File: config.mk
export PLATFORM = sky130hd
export DESIGN_NAME = sys_reg_file
export DESIGN_NICKNAME = d
export VERILOG_FILES = /design/src/rtl/sys_reg_file.sv
export SDC_FILE = /design/constraint.sdc
export NUM_CORES = 1
export LEC_CHECK = 0
export BUFFER_PORTS_ARGS = -buffer_cell sky130_fd_sc_hd__buf_4
export CAP_MARGIN = 20
export CORE_MARGIN = 5
export CORE_UTILIZATION = 66
export CTS_BUF_LIST = sky130_fd_sc_hd__clkbuf_8
export DETAILED_ROUTE_END_ITERATION = 16
export PLACE_DENSITY = 0.87
export SYNTH_ARGS = -nofsm -noshare
export SYNTH_HDL_FRONTEND = slang
export SYNTH_SLANG_ARGS = --single-unit
File: constraint.sdc
create_clock -name i_Ref_clk -period 12.1 [get_ports i_Ref_clk]
set_clock_uncertainty 0.2 [all_clocks]
set_input_delay 0.605 -clock i_Ref_clk [delete_from_list [all_inputs] [get_ports i_Ref_clk]]
set_output_delay 0.605 -clock i_Ref_clk [all_outputs]
set_load 0.02 [all_outputs]
File: src/rtl/sys_reg_file.sv
// ---------------------------------------------------------------------------
// sys_reg_file
//
// Purpose:
//   Configuration / operand register file sitting downstream of the system
//   controller. It accepts write and read commands and returns read data one
//   cycle later with a single-cycle valid strobe. The four reserved entries
//   are exported continuously:
//     entry 0 : ALU operand A
//     entry 1 : ALU operand B
//     entry 2 : UART config (bit0 parity enable, bit1 parity type,
//               bits[7:2] prescale)
//     entry 3 : clock-divider ratio
//
// Ports:
//   i_Ref_clk   in   1          reference clock, rising-edge active
//   i_rst       in   1          asynchronous reset, active-high
//   i_wr_en     in   1          write command
//   i_rd_en     in   1          read command (dropped if i_wr_en also high)
//   i_adder     in   WIDTH_REG  register address
//   i_Wr_D_REG  in   WIDTH_REG  write data
//   o_Rd_D_REG  out  WIDTH_REG  registered read data (holds between reads)
//   o_Vid_Rd    out  1          read-data valid, one cycle per accepted read
//   o_REG0..3   out  WIDTH_REG  direct outputs of entries 0..3
//   o_addr_err  out  1          only with REG_ADDR_CHECK_EN: out-of-range
//                               command flag, aligned with the response cycle
//
// Build option:
//   REG_ADDR_CHECK_EN  When defined, addresses >= DEPTH are rejected: writes
//                      are discarded, reads return 0 with o_Vid_Rd=1, and
//                      o_addr_err pulses. When undefined, only the low ADDR_W
//                      address bits are decoded, so addresses wrap.
// ---------------------------------------------------------------------------
module sys_reg_file #(
    parameter int                   WIDTH_REG     = 8,
    parameter int                   DEPTH         = 16,
    parameter int                   ADDR_W        = 4,
    parameter logic [WIDTH_REG-1:0] UART_CFG_RST  = 8'h81,
    parameter logic [WIDTH_REG-1:0] DIV_RATIO_RST = 8'd32
) (
    input  logic                 i_Ref_clk,
    input  logic                 i_rst,
    input  logic                 i_wr_en,
    input  logic                 i_rd_en,
    input  logic [WIDTH_REG-1:0] i_adder,
    input  logic [WIDTH_REG-1:0] i_Wr_D_REG,
    output logic [WIDTH_REG-1:0] o_Rd_D_REG,
    output logic                 o_Vid_Rd,
    output logic [WIDTH_REG-1:0] o_REG0,
    output logic [WIDTH_REG-1:0] o_REG1,
    output logic [WIDTH_REG-1:0] o_REG2,
    output logic [WIDTH_REG-1:0] o_REG3
`ifdef REG_ADDR_CHECK_EN
    ,
    output logic                 o_addr_err
`endif
);

    // Register storage
    logic [WIDTH_REG-1:0] regs [DEPTH];

    // Address decode
    logic [ADDR_W-1:0]    idx;
    logic [WIDTH_REG-1:0] addr_hi;
    logic                 addr_ok;

    // Command qualification
    logic                 write_hit;
    logic                 read_hit;

    assign idx     = i_adder[ADDR_W-1:0];
    assign addr_hi = i_adder >> ADDR_W;

`ifdef REG_ADDR_CHECK_EN
    // Any set bit above the decoded index means i_adder >= DEPTH.
    assign addr_ok = (addr_hi == '0);
`else
    // Upper address bits are deliberately ignored so addresses wrap.
    logic unused_addr_hi;
    assign unused_addr_hi = ^addr_hi;
    assign addr_ok        = 1'b1;
`endif

    // A write wins over a simultaneous read; the read is simply dropped.
    assign write_hit = i_wr_en && addr_ok;
    assign read_hit  = i_rd_en && !i_wr_en;

    // Storage: the two reserved config entries come out of reset with their
    // functional defaults so the UART and divider work before any write.
    always_ff @(posedge i_Ref_clk or posedge i_rst) begin
        if (i_rst) begin
            for (int i = 0; i < DEPTH; i++) begin
                if (i == 2)
                    regs[i] <= UART_CFG_RST;
                else if (i == 3)
                    regs[i] <= DIV_RATIO_RST;
                else
                    regs[i] <= '0;
            end
        end else if (write_hit) begin
            regs[idx] <= i_Wr_D_REG;
        end
    end

    // Read response: data holds between reads, valid is a one-cycle strobe.
    // No forwarding is needed: a same-edge write+read never reaches here.
    always_ff @(posedge i_Ref_clk or posedge i_rst) begin
        if (i_rst) begin
            o_Rd_D_REG <= '0;
            o_Vid_Rd   <= 1'b0;
        end else begin
            o_Vid_Rd <= read_hit;
            if (read_hit)
                o_Rd_D_REG <= addr_ok ? regs[idx] : '0;
        end
    end

`ifdef REG_ADDR_CHECK_EN
    // Flag any out-of-range command, write or read, in its response cycle.
    always_ff @(posedge i_Ref_clk or posedge i_rst) begin
        if (i_rst)
            o_addr_err <= 1'b0;
        else
            o_addr_err <= (i_wr_en || i_rd_en) && !addr_ok;
    end
`endif

    // Reserved entries are exported straight from the flops.
    assign o_REG0 = regs[0];
    assign o_REG1 = regs[1];
    assign o_REG2 = regs[2];
    assign o_REG3 = regs[3];

endmodule

# After elaboration in Yosys (flattened, before gate mapping)
# Cells that the tools add are included.
# Widths: inputs -> output; s select.
word_totals:
  inputBits: 20
  reg_bits: 137
classes:
  order_cmp: 2
  n_bitwise: 1
  reduce_logical: 3
  n_mux: 6
op_table:
  columns: ["operator", "count"]
  rows:
  - ["$bwmux 128", 1]
  - ["$bmux 8 s4", 1]
  - ["$demux 8 s4", 1]
  - ["$mux 8", 3]
  - ["$ge 5x5->1 const B", 1]
  - ["$lt 5x1->1 const B", 1]
  - ["$not 4->5", 1]
  - ["$logic_and 1x1->1", 2]
  - ["$logic_not 1->1", 1]

# Longest topological paths before layout
depth:
  ltp_word: 6
  depth_mapped: 7
  depth_no_buf: 4

# Worst setup path before layout
# Ideal clock, no wire load.
synth_timing:
  path_type: "in2reg"
  start: "input i_adder[0]"
  end: "register o_Rd_D_REG[0]"
  cell_stages: 6
  setup_ps: 126
  arrival_ps: 1858
  required_ps: 11774
  setup_slack_ps: 9916
  path_cell_list: "buf_6 buf_12 mux4_2 mux2i_1 nor2_1 o32a_1"
synth_via:
  elab_chain_len: 4
synth_rtl:
  columns: ["element", "line_no", "source"]
  rows:
  - ["start, declared", "45", "input logic [WIDTH_REG-1:0] i_adder,"]
  - ["$not 4->5 (implied by the code)", "114", "o_Rd_D_REG <= addr_ok ? regs[idx] : '0;"]
  - ["$bmux 8 s4", "114", null]
  - ["$mux 8 (implied by the code) (2 in series)", "114", null]
  - ["end signal, assigned", "114", null]
  - ["end, declared", "47", "output logic [WIDTH_REG-1:0] o_Rd_D_REG,"]
# No other way between the ends. The select of a mux whose other input is x is not followed.
# A chain may end at the register's enable or synchronous reset.

# Final worst setup path
layout_timing:
  start: "input i_adder[0]"
  end: "register regs[53] in the netlist's numbering"
layout_via:
  elab_chain_len: 6
  elab_cells_between_ends: 7
layout_rtl:
  columns: ["element", "line_no", "source"]
  rows:
  - ["$not 4->5 (implied by the code) (*)", "101", "regs[idx] <= i_Wr_D_REG;"]
  - ["$ge 5x5->1 (implied by the code) or $lt 5x1->1 (tied branches)", "101", null]
  - ["$logic_and 1x1->1 (implied by the code)", "101", null]
  - ["$mux 8 (implied by the code)", "101", null]
  - ["$demux 8 s4 (*)", "101", null]
  - ["$bwmux 128 (*)", "101", null]
  - ["end signal, assigned by index", "101", null]
  - ["end, declared", "60", "logic [WIDTH_REG-1:0] regs [DEPTH];"]
# Every way passes the cells marked *; elsewhere a longest branch is shown, timed or not.

==> results.sh <==
export IMPL_outcome="complete, no violations"
export IMPL_ctsLongestPathBuffers=2
export IMPL_worst_slew_pin_slew_ns=0.955
export IMPL_cts_tree="built"
export IMPL_period_minus_slack_ns=2.49
export IMPL_finalHoldViolCount=0
export IMPL_power_share_switching=0.296
export IMPL_via_per_inst=6.03
export IMPL_area_delta_synth_final_pct=10.0
export IMPL_cp_slowest_cell="buf_4"
export IMPL_avgSynthCellArea_um2=14.5
export IMPL_crit_chain="buf_4, nand3_2, nor3_2, mux2_2"
export IMPL_fill_cells=628
export IMPL_seqPwrFrac=0.483
export IMPL_crit_path_end_kind="register"
export IMPL_yosys_area_top_type="dfrtp_1"
export IMPL_p_leak_nw=3.14
export IMPL_rsz0062_at_grt="false"
export IMPL_dp_hpwl_mm=8.48
export IMPL_firstDrtPassIters=4
export IMPL_yosysSeqAreaShare=0.529
export IMPL_synth_seq_cells=137
export IMPL_diodes=0
export IMPL_synth_top_cells_by_area="dfrtp_1 (52%), mux2_2 (22%), mux2i_1 (6.2%)"
export IMPL_finalCritPeriodShare=0.206
export IMPL_clock_latency_ns=0.46
export IMPL_netlist_instances=446
export IMPL_syn_nets=466
export IMPL_numPortBuffers=56
export IMPL_switchingPower_uw=384
export IMPL_power_density_mw_per_mm2=181
export IMPL_grt_usage=0.244
export IMPL_drive_gt1_frac=0.523
export IMPL_io_pins=61
export IMPL_num_vias=3707
export IMPL_synth_edf_count=0
export IMPL_grt_pass1_wl_mm=21.4
export IMPL_die_area_mm2=0.0119
export IMPL_cts_root_buf="clkbuf_8"
export IMPL_yosysTopAreaCellShare=0.517
export IMPL_postCtsHoldBufs=0
export IMPL_cts_max_level=4
export IMPL_drtAntennaViolNets=0
export IMPL_syn_cell_area_mm2=0.00649
export IMPL_tns_ns=0
export IMPL_initial_utilization=0.670
export IMPL_comb_power_share=0.224
export IMPL_relSlewSlack=0.364
export IMPL_nets=489
export IMPL_cts_sinks=137
export IMPL_die_h_um=109
export IMPL_drt_wirelength_per_cell_um=21.4
export IMPL_holdWs_ns=0.0201
export IMPL_drv_slew=0
export IMPL_cts_buffers=17
export IMPL_setup_viol=0
export IMPL_clk_pin_slew_worst_paths_ns=0.08
export IMPL_arrival_ns=2.64
export IMPL_post_route_util=0.737
export IMPL_cts_setup_buffers=0
export IMPL_worstPathMaxFanout=52
export IMPL_intPower_uw=911
export IMPL_ys_flop_type="dfrtp_1"
export IMPL_layout_setup_ws_ns=9.61
export IMPL_start_kind="primary input"
export IMPL_antenna_found_initial=0
export IMPL_grt_pass1_vias=4038
export IMPL_drt_wl_total_mm=13.2
export IMPL_cp_data_required_time_ns=12.24
export IMPL_rows=36
export IMPL_reg2reg_slack_ns=10.27
export IMPL_maxCapViolations=0
export IMPL_cpPeakStageDelay_ns=0.71
export IMPL_hp_class="in -> async"
export IMPL_clock_fmax_ghz=0.401
export IMPL_die_x_um=109
export IMPL_ir_drop_v=0.000119
export IMPL_pwr_share_clk=0.293
export IMPL_dp_slack_ns=9.11
export IMPL_core_mm2=0.00968
export IMPL_synthArstFlopShare=1.00
export IMPL_crit_type="in -> reg"
export IMPL_yosysWarnings=0
export IMPL_gp_congestion=0.754
export IMPL_drc=0
export IMPL_drtIter0Drc=157
export IMPL_grt_ovfl_total=0
export IMPL_cts_resized=0
export IMPL_ys_types=29
export IMPL_grt_max_degree=90
stage by stage:
step                      total power [mW]  cell area (um2)  instances
after floorplan                      0.858             6490        446
after global placement               0.904             6700        581
after detailed placement             0.924             6700        581
after CTS                             1.30             7100        613
after global routing                  1.36             7140        615
final                                 1.30             7140        615
path summary, 6_finish.rpt:
kind / from / to / cells after the start
max: i_adder[0] / regs[53]$_DFFE_PP0P_ / 4
max reg2reg: o_REG3[4]$_DFFE_PP0P_ / o_Rd_D_REG[4]$_DFFE_PP0P_ / 4
min reg2reg: o_Rd_D_REG[6]$_DFFE_PP0P_ / o_Rd_D_REG[6]$_DFFE_PP0P_ / 1
max in group asynchronous: i_rst / o_REG3[5]$_DFFE_PP1P_ / 4
min: i_rst / regs[24]$_DFFE_PP0P_ / 2
min in group i_Ref_clk: o_Rd_D_REG[6]$_DFFE_PP0P_ / o_Rd_D_REG[6]$_DFFE_PP0P_ / 1
Yosys cell counts (all sizes together), types with 3 or more instances:
| library cell | count |
|---|---|
| nand2b | 3 |
| dfstp | 3 |
| mux2 | 128 |
| mux4 | 16 |
| o22a | 8 |
| clkbuf | 12 |
| dfrtp | 134 |
| nand2 | 3 |
| nor3 | 3 |
| buf | 43 |
| nand3 | 3 |
| o21ai | 16 |
| nor2 | 18 |
| nand3b | 5 |
| o32a | 8 |
| mux2i | 40 |
logic make-up after synthesis:
| kind of cell | share of synthesized area |
|---|---|
| AO/OA/AOI/OAI | 0.0355 |
| buffers and inverters | 0.0594 |
| flip-flops | 0.529 |
| multiplexers | 0.339 |
| AND/OR/NAND/NOR | 0.0366 |
cell usage in the layout, fill, tap and decap left out:
master,synthesis,routed
clkinvlp_4,0,4
mux2_1,1,1
dfrtp_1,134,134
nand2b_1,3,3
inv_6,0,6
bufinv_16,0,2
nor2b_1,1,1
nand3b_1,4,4
buf_4,32,58
dfstp_2,3,3
mux4_2,16,16
o21ai_0,16,16
inv_4,0,1
nor3_2,1,1
buf_16,0,1
o32a_1,8,8
mux2i_1,40,40
nand3_2,1,1
nor2_2,9,9
mux2_2,127,127
nand2_1,3,3
nand3b_2,1,1
clkinv_4,0,2
o22a_1,8,8
nor3_4,2,2
nor2_1,9,9
clkinv_2,0,1
nand3_1,2,2
clkbuf_8,0,17
nor3b_1,1,1
state kept, by name, indices dropped and copies added, names as in the netlist:
name and count:
o_Vid_Rd 1, o_REG0 8, o_Rd_D_REG 8, o_REG2 8
o_REG1 8, o_REG3 8, regs 96
critical path, delay by kind of cell:
| kind | cells | cell delay, ns |
|---|---|---|
| AND/OR/NAND/NOR | 2 | 0.88 |
| buffers and inverters | 1 | 0.71 |
| multiplexers | 1 | 0.42 |
per-layer routing:
| layer | vias up | GRT usage | wire, um |
|---|---|---|---|
| met5 | - | 0 | 0 |
| met1 | 1941 | 0.321 | 5520 |
| met2 | 105 | 0.391 | 6710 |
| met3 | 20 | 0.0681 | 711 |
| met4 | 0 | 0.0866 | 240 |
| li1 | 1641 | - | - |
power groups by stage:
stage / Sequential, mW / Combinational (mW) / Clock (mW)
floorplan: 0.619 / 0.239 / 0
global placement: 0.624 / 0.280 / 0
detailed placement: 0.633 / 0.291 / 0
CTS: 0.624 / 0.292 / 0.384
global route: 0.639 / 0.315 / 0.407
finish: 0.625 / 0.290 / 0.380
final cells by class:
class                      count  area (um2)  area share
sequential                   137        3430       0.481
multi-input combinational    253        2670       0.374
timing repair buffer          59         463      0.0649
clock buffer                  17         234      0.0328
tap                          133         166      0.0233
clock inverter                15         165      0.0231
inverter                       1        6.26    0.000877
No activity file was read; power rests on OpenSTA's default activity.
